$ cat config.mk
export PLATFORM = sky130hd
export DESIGN_NAME = alu_seq_flat
export DESIGN_NICKNAME = d
export VERILOG_FILES = /design/src/rtl/alu_seq_if.sv /design/src/rtl/alu_seq.sv /design/src/flat_wrapper.sv
export SDC_FILE = /design/constraint.sdc
export NUM_CORES = 1
export LEC_CHECK = 0
export ABC_AREA = 1
export BUFFER_PORTS_ARGS = -buffer_cell sky130_fd_sc_hd__buf_2
export CORE_ASPECT_RATIO = 1.4
export CORE_MARGIN = 5
export CORE_UTILIZATION = 45
export DETAILED_ROUTE_END_ITERATION = 10
export PLACE_DENSITY = 0.61
export RECOVER_POWER = 25
export SETUP_SLACK_MARGIN = 0.5
export SLEW_MARGIN = 40
export SYNTH_ARGS = -nofsm -noshare
export SYNTH_HDL_FRONTEND = slang
export SYNTH_SLANG_ARGS = --single-unit
export TNS_END_PERCENT = 100
$ cat constraint.sdc
create_clock -name clk -period 3.8 [get_ports clk]
set_input_delay 0.38 -clock clk [delete_from_list [all_inputs] [get_ports clk]]
set_output_delay 0.38 -clock clk [all_outputs]
set_load 0.1 [all_outputs]
$ cat src/rtl/alu_seq_if.sv
// Request/response bundle for alu_seq: operands and opcode in, registered result and flags out.
interface alu_seq_if #(
    parameter int WIDTH = 8
);
    logic             in_valid;
    logic             in_ready;
    logic [WIDTH-1:0] a;
    logic [WIDTH-1:0] b;
    logic [2:0]       op;
    logic             out_valid;
    logic             out_ready;
    logic [WIDTH-1:0] result;
    logic             carry;
    logic             zero;
    logic             overflow;

    modport master (
        output in_valid, a, b, op, out_ready,
        input  in_ready, out_valid, result, carry, zero, overflow
    );

    modport slave (
        input  in_valid, a, b, op, out_ready,
        output in_ready, out_valid, result, carry, zero, overflow
    );
endinterface

$ cat src/rtl/alu_seq.sv
// Sequential ALU: single-cycle ADD/SUB/logic/shift ops, iterative shift-add MUL,
// result held in HOLD until the consumer takes it.
module alu_seq #(
    parameter int WIDTH = 8,
    parameter int SHW   = $clog2(WIDTH)
) (
    input logic       clk,
    input logic       rst,
    alu_seq_if.slave  bus
);
    typedef enum logic [1:0] {IDLE, MUL, HOLD} state_t;

    state_t             state_reg;
    logic [WIDTH-1:0]   result_reg;
    logic               carry_reg;
    logic               zero_reg;
    logic               overflow_reg;
    logic [2*WIDTH-1:0] mcand_reg;
    logic [2*WIDTH-1:0] prod_reg;
    logic [WIDTH-1:0]   mplier_reg;
    logic [SHW-1:0]     cnt_reg;

    logic [SHW-1:0]     shamt;
    logic [WIDTH:0]     add_ext;
    logic [WIDTH:0]     sub_ext;
    logic [WIDTH:0]     shl_ext;
    logic [WIDTH:0]     shr_ext;
    logic [WIDTH-1:0]   alu_res;
    logic               alu_c;
    logic               alu_o;
    logic [2*WIDTH-1:0] prod_next;
    logic               accept;

    assign shamt   = bus.b[SHW-1:0];
    assign add_ext = {1'b0, bus.a} + {1'b0, bus.b};
    assign sub_ext = {1'b0, bus.a} - {1'b0, bus.b};
    // One guard bit on the exit side catches the last bit shifted out (0 when shamt is 0).
    assign shl_ext = {1'b0, bus.a} << shamt;
    assign shr_ext = {bus.a, 1'b0} >> shamt;

    always_comb begin
        alu_res = '0;
        alu_c   = 1'b0;
        alu_o   = 1'b0;
        case (bus.op)
            3'b000: begin
                alu_res = add_ext[WIDTH-1:0];
                alu_c   = add_ext[WIDTH];
                alu_o   = (bus.a[WIDTH-1] == bus.b[WIDTH-1]) &&
                          (add_ext[WIDTH-1] != bus.a[WIDTH-1]);
            end
            3'b001: begin
                alu_res = sub_ext[WIDTH-1:0];
                alu_c   = sub_ext[WIDTH];
                alu_o   = (bus.a[WIDTH-1] != bus.b[WIDTH-1]) &&
                          (sub_ext[WIDTH-1] != bus.a[WIDTH-1]);
            end
            3'b010: alu_res = bus.a & bus.b;
            3'b011: alu_res = bus.a | bus.b;
            3'b100: alu_res = bus.a ^ bus.b;
            3'b101: begin
                alu_res = shl_ext[WIDTH-1:0];
                alu_c   = shl_ext[WIDTH];
            end
            3'b110: begin
                alu_res = shr_ext[WIDTH:1];
                alu_c   = shr_ext[0];
            end
            default: ;
        endcase
    end

    assign prod_next = prod_reg + (mplier_reg[0] ? mcand_reg : '0);

    assign bus.in_ready  = (state_reg == IDLE) && !rst;
    assign bus.out_valid = (state_reg == HOLD);
    assign bus.result    = result_reg;
    assign bus.carry     = carry_reg;
    assign bus.zero      = zero_reg;
    assign bus.overflow  = overflow_reg;
    assign accept        = bus.in_valid && bus.in_ready;

    always_ff @(posedge clk) begin
        if (rst) begin
            state_reg    <= IDLE;
            result_reg   <= '0;
            carry_reg    <= 1'b0;
            zero_reg     <= 1'b0;
            overflow_reg <= 1'b0;
            mcand_reg    <= '0;
            prod_reg     <= '0;
            mplier_reg   <= '0;
            cnt_reg      <= '0;
        end else begin
            case (state_reg)
                IDLE: begin
                    if (accept) begin
                        if (bus.op == 3'b111) begin
                            state_reg  <= MUL;
                            mcand_reg  <= {{WIDTH{1'b0}}, bus.a};
                            mplier_reg <= bus.b;
                            prod_reg   <= '0;
                            cnt_reg    <= '0;
                        end else begin
                            state_reg    <= HOLD;
                            result_reg   <= alu_res;
                            carry_reg    <= alu_c;
                            overflow_reg <= alu_o;
                            zero_reg     <= (alu_res == '0);
                        end
                    end
                end
                MUL: begin
                    prod_reg   <= prod_next;
                    mcand_reg  <= mcand_reg << 1;
                    mplier_reg <= mplier_reg >> 1;
                    cnt_reg    <= cnt_reg + 1'b1;
                    // Last of WIDTH iterations: publish the final partial sum directly.
                    if (cnt_reg == SHW'(WIDTH - 1)) begin
                        state_reg    <= HOLD;
                        result_reg   <= prod_next[WIDTH-1:0];
                        carry_reg    <= |prod_next[2*WIDTH-1:WIDTH];
                        overflow_reg <= 1'b0;
                        zero_reg     <= (prod_next[WIDTH-1:0] == '0);
                    end
                end
                HOLD: begin
                    if (bus.out_ready) state_reg <= IDLE;
                end
                default: state_reg <= IDLE;
            endcase
        end
    end
endmodule
$ cat src/flat_wrapper.sv
// flat-port wrapper written by rule: the top's interface ports become plain ports
module alu_seq_flat 
#(
    parameter int WIDTH = 8,
    parameter int SHW   = $clog2(WIDTH)
)
  (clk, rst, bus_in_valid, bus_a, bus_b, bus_op, bus_out_ready, bus_in_ready, bus_out_valid, bus_result, bus_carry, bus_zero, bus_overflow);
  alu_seq_if #(.WIDTH(WIDTH)) bus_i ();
  input logic clk;
  input logic rst;
  input wire logic [$bits(bus_i.in_valid)-1:0] bus_in_valid;
  input wire logic [$bits(bus_i.a)-1:0] bus_a;
  input wire logic [$bits(bus_i.b)-1:0] bus_b;
  input wire logic [$bits(bus_i.op)-1:0] bus_op;
  input wire logic [$bits(bus_i.out_ready)-1:0] bus_out_ready;
  output wire logic [$bits(bus_i.in_ready)-1:0] bus_in_ready;
  output wire logic [$bits(bus_i.out_valid)-1:0] bus_out_valid;
  output wire logic [$bits(bus_i.result)-1:0] bus_result;
  output wire logic [$bits(bus_i.carry)-1:0] bus_carry;
  output wire logic [$bits(bus_i.zero)-1:0] bus_zero;
  output wire logic [$bits(bus_i.overflow)-1:0] bus_overflow;
  assign bus_i.in_valid = bus_in_valid;
  assign bus_i.a = bus_a;
  assign bus_i.b = bus_b;
  assign bus_i.op = bus_op;
  assign bus_i.out_ready = bus_out_ready;
  assign bus_in_ready = bus_i.in_ready;
  assign bus_out_valid = bus_i.out_valid;
  assign bus_result = bus_i.result;
  assign bus_carry = bus_i.carry;
  assign bus_zero = bus_i.zero;
  assign bus_overflow = bus_i.overflow;
  alu_seq #(.WIDTH(WIDTH), .SHW(SHW)) u_core (.clk(clk), .rst(rst), .bus(bus_i));
endmodule
==> key figures <==
Clock network
  • Sink Count: 56
  • Total CTS buffers: 5
  • Postcts setup bufs: 0
  • Max clock buf depth: 2
  • Hold buffer count at CTS: 0
  • CTS tree: built
  • H-Tree Depth: 2
  • Resized cells post-CTS: 0
  • CTS root buf: clkbuf_16
  • Worst skew pair latency: 0.30 ns
  • CTS clk-pin slew, worst paths: 0.08 ns

Worst setup path
  • Reg-to-reg startpoint: u_core.state_reg[1]
  • CP cell instances: buf_2 > nand2_1 > nor2_1 > inv_1 > nand2_1 > nand2_1 > a211oi_1 > a211oi_1
  • Buffers plus inverters on the worst setup path: 2
  • Critical Path Start Type: input port
  • CP Class: in2reg
  • Reg2reg end: u_core.mcand_reg[5]
  • Crit path DAT: 2.91 ns
  • CP required: 3.89 ns
  • Top delay family on crit path: simple AND/OR/NAND/NOR gates
  • R2R depth: 7
  • Crit. End Element: register
  • Cell mode on critical path: nand2_1
  • Crit-path max cell delay: 1.04 ns
  • CP max FO: 59
  • Worst R2R Setup Slack: 1.01 ns
  • Worst path slowest cell: nand2_1

Die
  • Die height: 137 um
  • Die width: 101 um
  • Starting Density: 0.459
  • Io pins: 36
  • Die area: 13,800 sq um
  • Row count: 46
  • Core Region: 11,300 sq um

Timing
  • RSZ-0062 raised after global routing: false
  • Post-route setup slack: 0.982 ns
  • Relative slew slack: -0.261
  • Crit path time final: 2.82 ns
  • F_max: 0.355 GHz
  • Final hold vios: 0
  • Final Skew: 0.0113 ns
  • Slew Limit Fails: 60
  • Finish-stage setup viols: 0
  • Tcrit/Tclk final: 0.742
  • Setup_tns: 0 ns
  • Slew @ Worst Pin: 1.89 ns

Logic synthesis
  • Yosys warning total: 0
  • Syn_area_per_cell: 5.94 sq um
  • Ys async rst share: 0
  • Top cells by area, synth: dfxtp_1, nand2_1, ha_1
  • #FFs+latches synth: 56
  • Library cells used by synthesis: 35
  • Yosys top cell by area: dfxtp_1
  • Area share of the largest cell type after synthesis: 0.215
  • Synthesized cell area: 5200 sq um
  • Post-Syn Instances: 876
  • Post-synth EDFFs: 0
  • Seq/Total Area, Yosys: 0.215
  • Ys flop type: dfxtp_1
  • Syn nets: 944

Routing
  • Mean routed wirelength per cell: 15.9 um
  • Post-route DRC: 0
  • DRT iter0 DRCs: 259
  • Detailed Routing Iterations Pass 1: 5
  • DRT Wirelength: 16.5 mm
  • Total number of vias: 5,547
  • DRT antenna net count: 0
  • Vias per cell: 5.36

Power and ir drop
  • Internal power: 0.00122 W
  • Part of the power in combinational logic: 0.494
  • Sw power: 0.00124 W
  • Max IR drop VDD: 0.344 mV
  • Sw frac: 0.504
  • Sequential share of power: 0.312
  • Leak: 2.85 nW
  • Power density cells: 446 nW/um^2
  • Clock share of power: 0.194

Hold path
  • Hold Path End: u_core.state_reg[1]
  • Beginning of the worst hold path: bus_out_ready
  • Hold Path Stages: 4
  • HP Class: in2reg

Placement
  • Post-DP HPWL: 13.0 mm
  • Input/output buffers: 35
  • Routability Congestion: 1.02
  • Post-Place Cell Area: 5410 sq um
  • Pre-CTS setup slack: 1.15 ns

Layout
  • Share of layout cells above drive strength 1: 0.0652
  • Most common cell after layout, fill and taps aside: nand2_1
  • Final instance area: 5530 sq um
  • Fillers: 1,245
  • NumNets Final: 957
  • N_diodes: 0
  • Layout overhead on the synthesized area: 6.37%
  • Most frequent cells in the layout: nand2_1, inv_1, nand3_1

Global route
  • Vias in the first global route: 5,234
  • Total track usage: 0.242
  • Gr ovfl total: 0
  • First-pass GRT wire length: 26.2 mm
  • Largest net degree at the start of global routing: 60
  • Initial antenna violation count: 0

Flow run
  • Max-Cap Viols: 1

Outcome
  • Failing checks: capacitance limit, slew limit
  • Outcome: finished, violations left
## per-stage QoR
step	power, W	utilization	hold WS, ns	std cells
after CTS	0.00250	0.490	0.362	1034
after global placement	0.00201	0.477	0.452	1026
after global routing	0.00261	0.488	0.385	1034
after detailed placement	0.00202	0.477	0.457	1026
after floorplan	0.00178	-	0.437	876
final	0.00247	0.488	0.361	1034
## synth_stat cells, types with 5 or more instances
master    number
a211oi_1      30
a21oi_1       60
a31oi_1        6
buf_2         10
clkbuf_1      14
dfxtp_1       56
ha_1          42
inv_1        123
inv_2         10
nand2_1      268
nand3_1       94
nand4_1       12
nor2_1        75
nor3_1         9
o21ai_0       18
or2_2          6
xnor2_1        5
## worst min-delay path, delay by kind of cell
| family | cells | cell delay, ns |
|---|---|---|
| and+or+nand+nor | 1 | 0.06 |
| AOI/OAI and AO/OA | 1 | 0.06 |
| buffers and inverters | 2 | 0.12 |
## power by group through the flow
stage          Clock [W]  Combinational, W  Sequential (W)
2_1_floorplan          0          0.000761         0.00102
3_3_place_gp           0           0.00123        0.000782
3_5_place_dp           0           0.00124        0.000782
4_1_cts         0.000485           0.00124        0.000769
5_1_grt         0.000501           0.00133        0.000782
6_report        0.000478           0.00122        0.000770
## cells by family (layout without fill, tap and decap cells)
group           Yosys count  in the layout  share of synthesized area
compound gates          123            123                      0.137
xor+xnor                  9              9                     0.0152
fa+ha+maj                45             45                      0.113
buf+inv                 165            179                      0.130
flops                    56             56                      0.215
simple gates            478            478                      0.390
## routing by layer
| metal | share of wire | global-route usage | up-vias |
|---|---|---|---|
| met5 | 0 | 0 | - |
| met4 | 0.044 | 0.112 | 0 |
| met3 | 0.037 | 0.0218 | 32 |
| met2 | 0.52 | 0.447 | 137 |
| met1 | 0.40 | 0.275 | 2537 |
| li1 | - | - | 2841 |
## layout make-up
type	instances	area, sq um	area share
inverters	134	505	0.0913
flip-flops and latches	56	1120	0.203
repair buffers	37	176	0.0319
clock inverters	2	10.0	0.00181
well taps	144	180	0.0326
clock buffers	6	139	0.0251
multi-input cells	655	3400	0.615
## how the worst max path moves through the flow
stage / from / end / slack [ns] / cells past startpoint
2_1_floorplan: u_core.state_reg[1] / u_core.state_reg[0] / 1.46 / 6
3_3_place_gp: bus_b[0] / u_core.bus.zero / 1.15 / 11
3_5_place_dp: bus_b[0] / u_core.bus.zero / 1.15 / 11
4_1_cts: u_core.mplier_reg[0] / u_core.bus.carry / 1.23 / 16
5_1_grt: bus_op[2] / u_core.mplier_reg[1] / 0.73 / 8
6_report: bus_op[2] / u_core.mcand_reg[5] / 0.98 / 8
No activity file was read; power rests on OpenSTA's default activity.
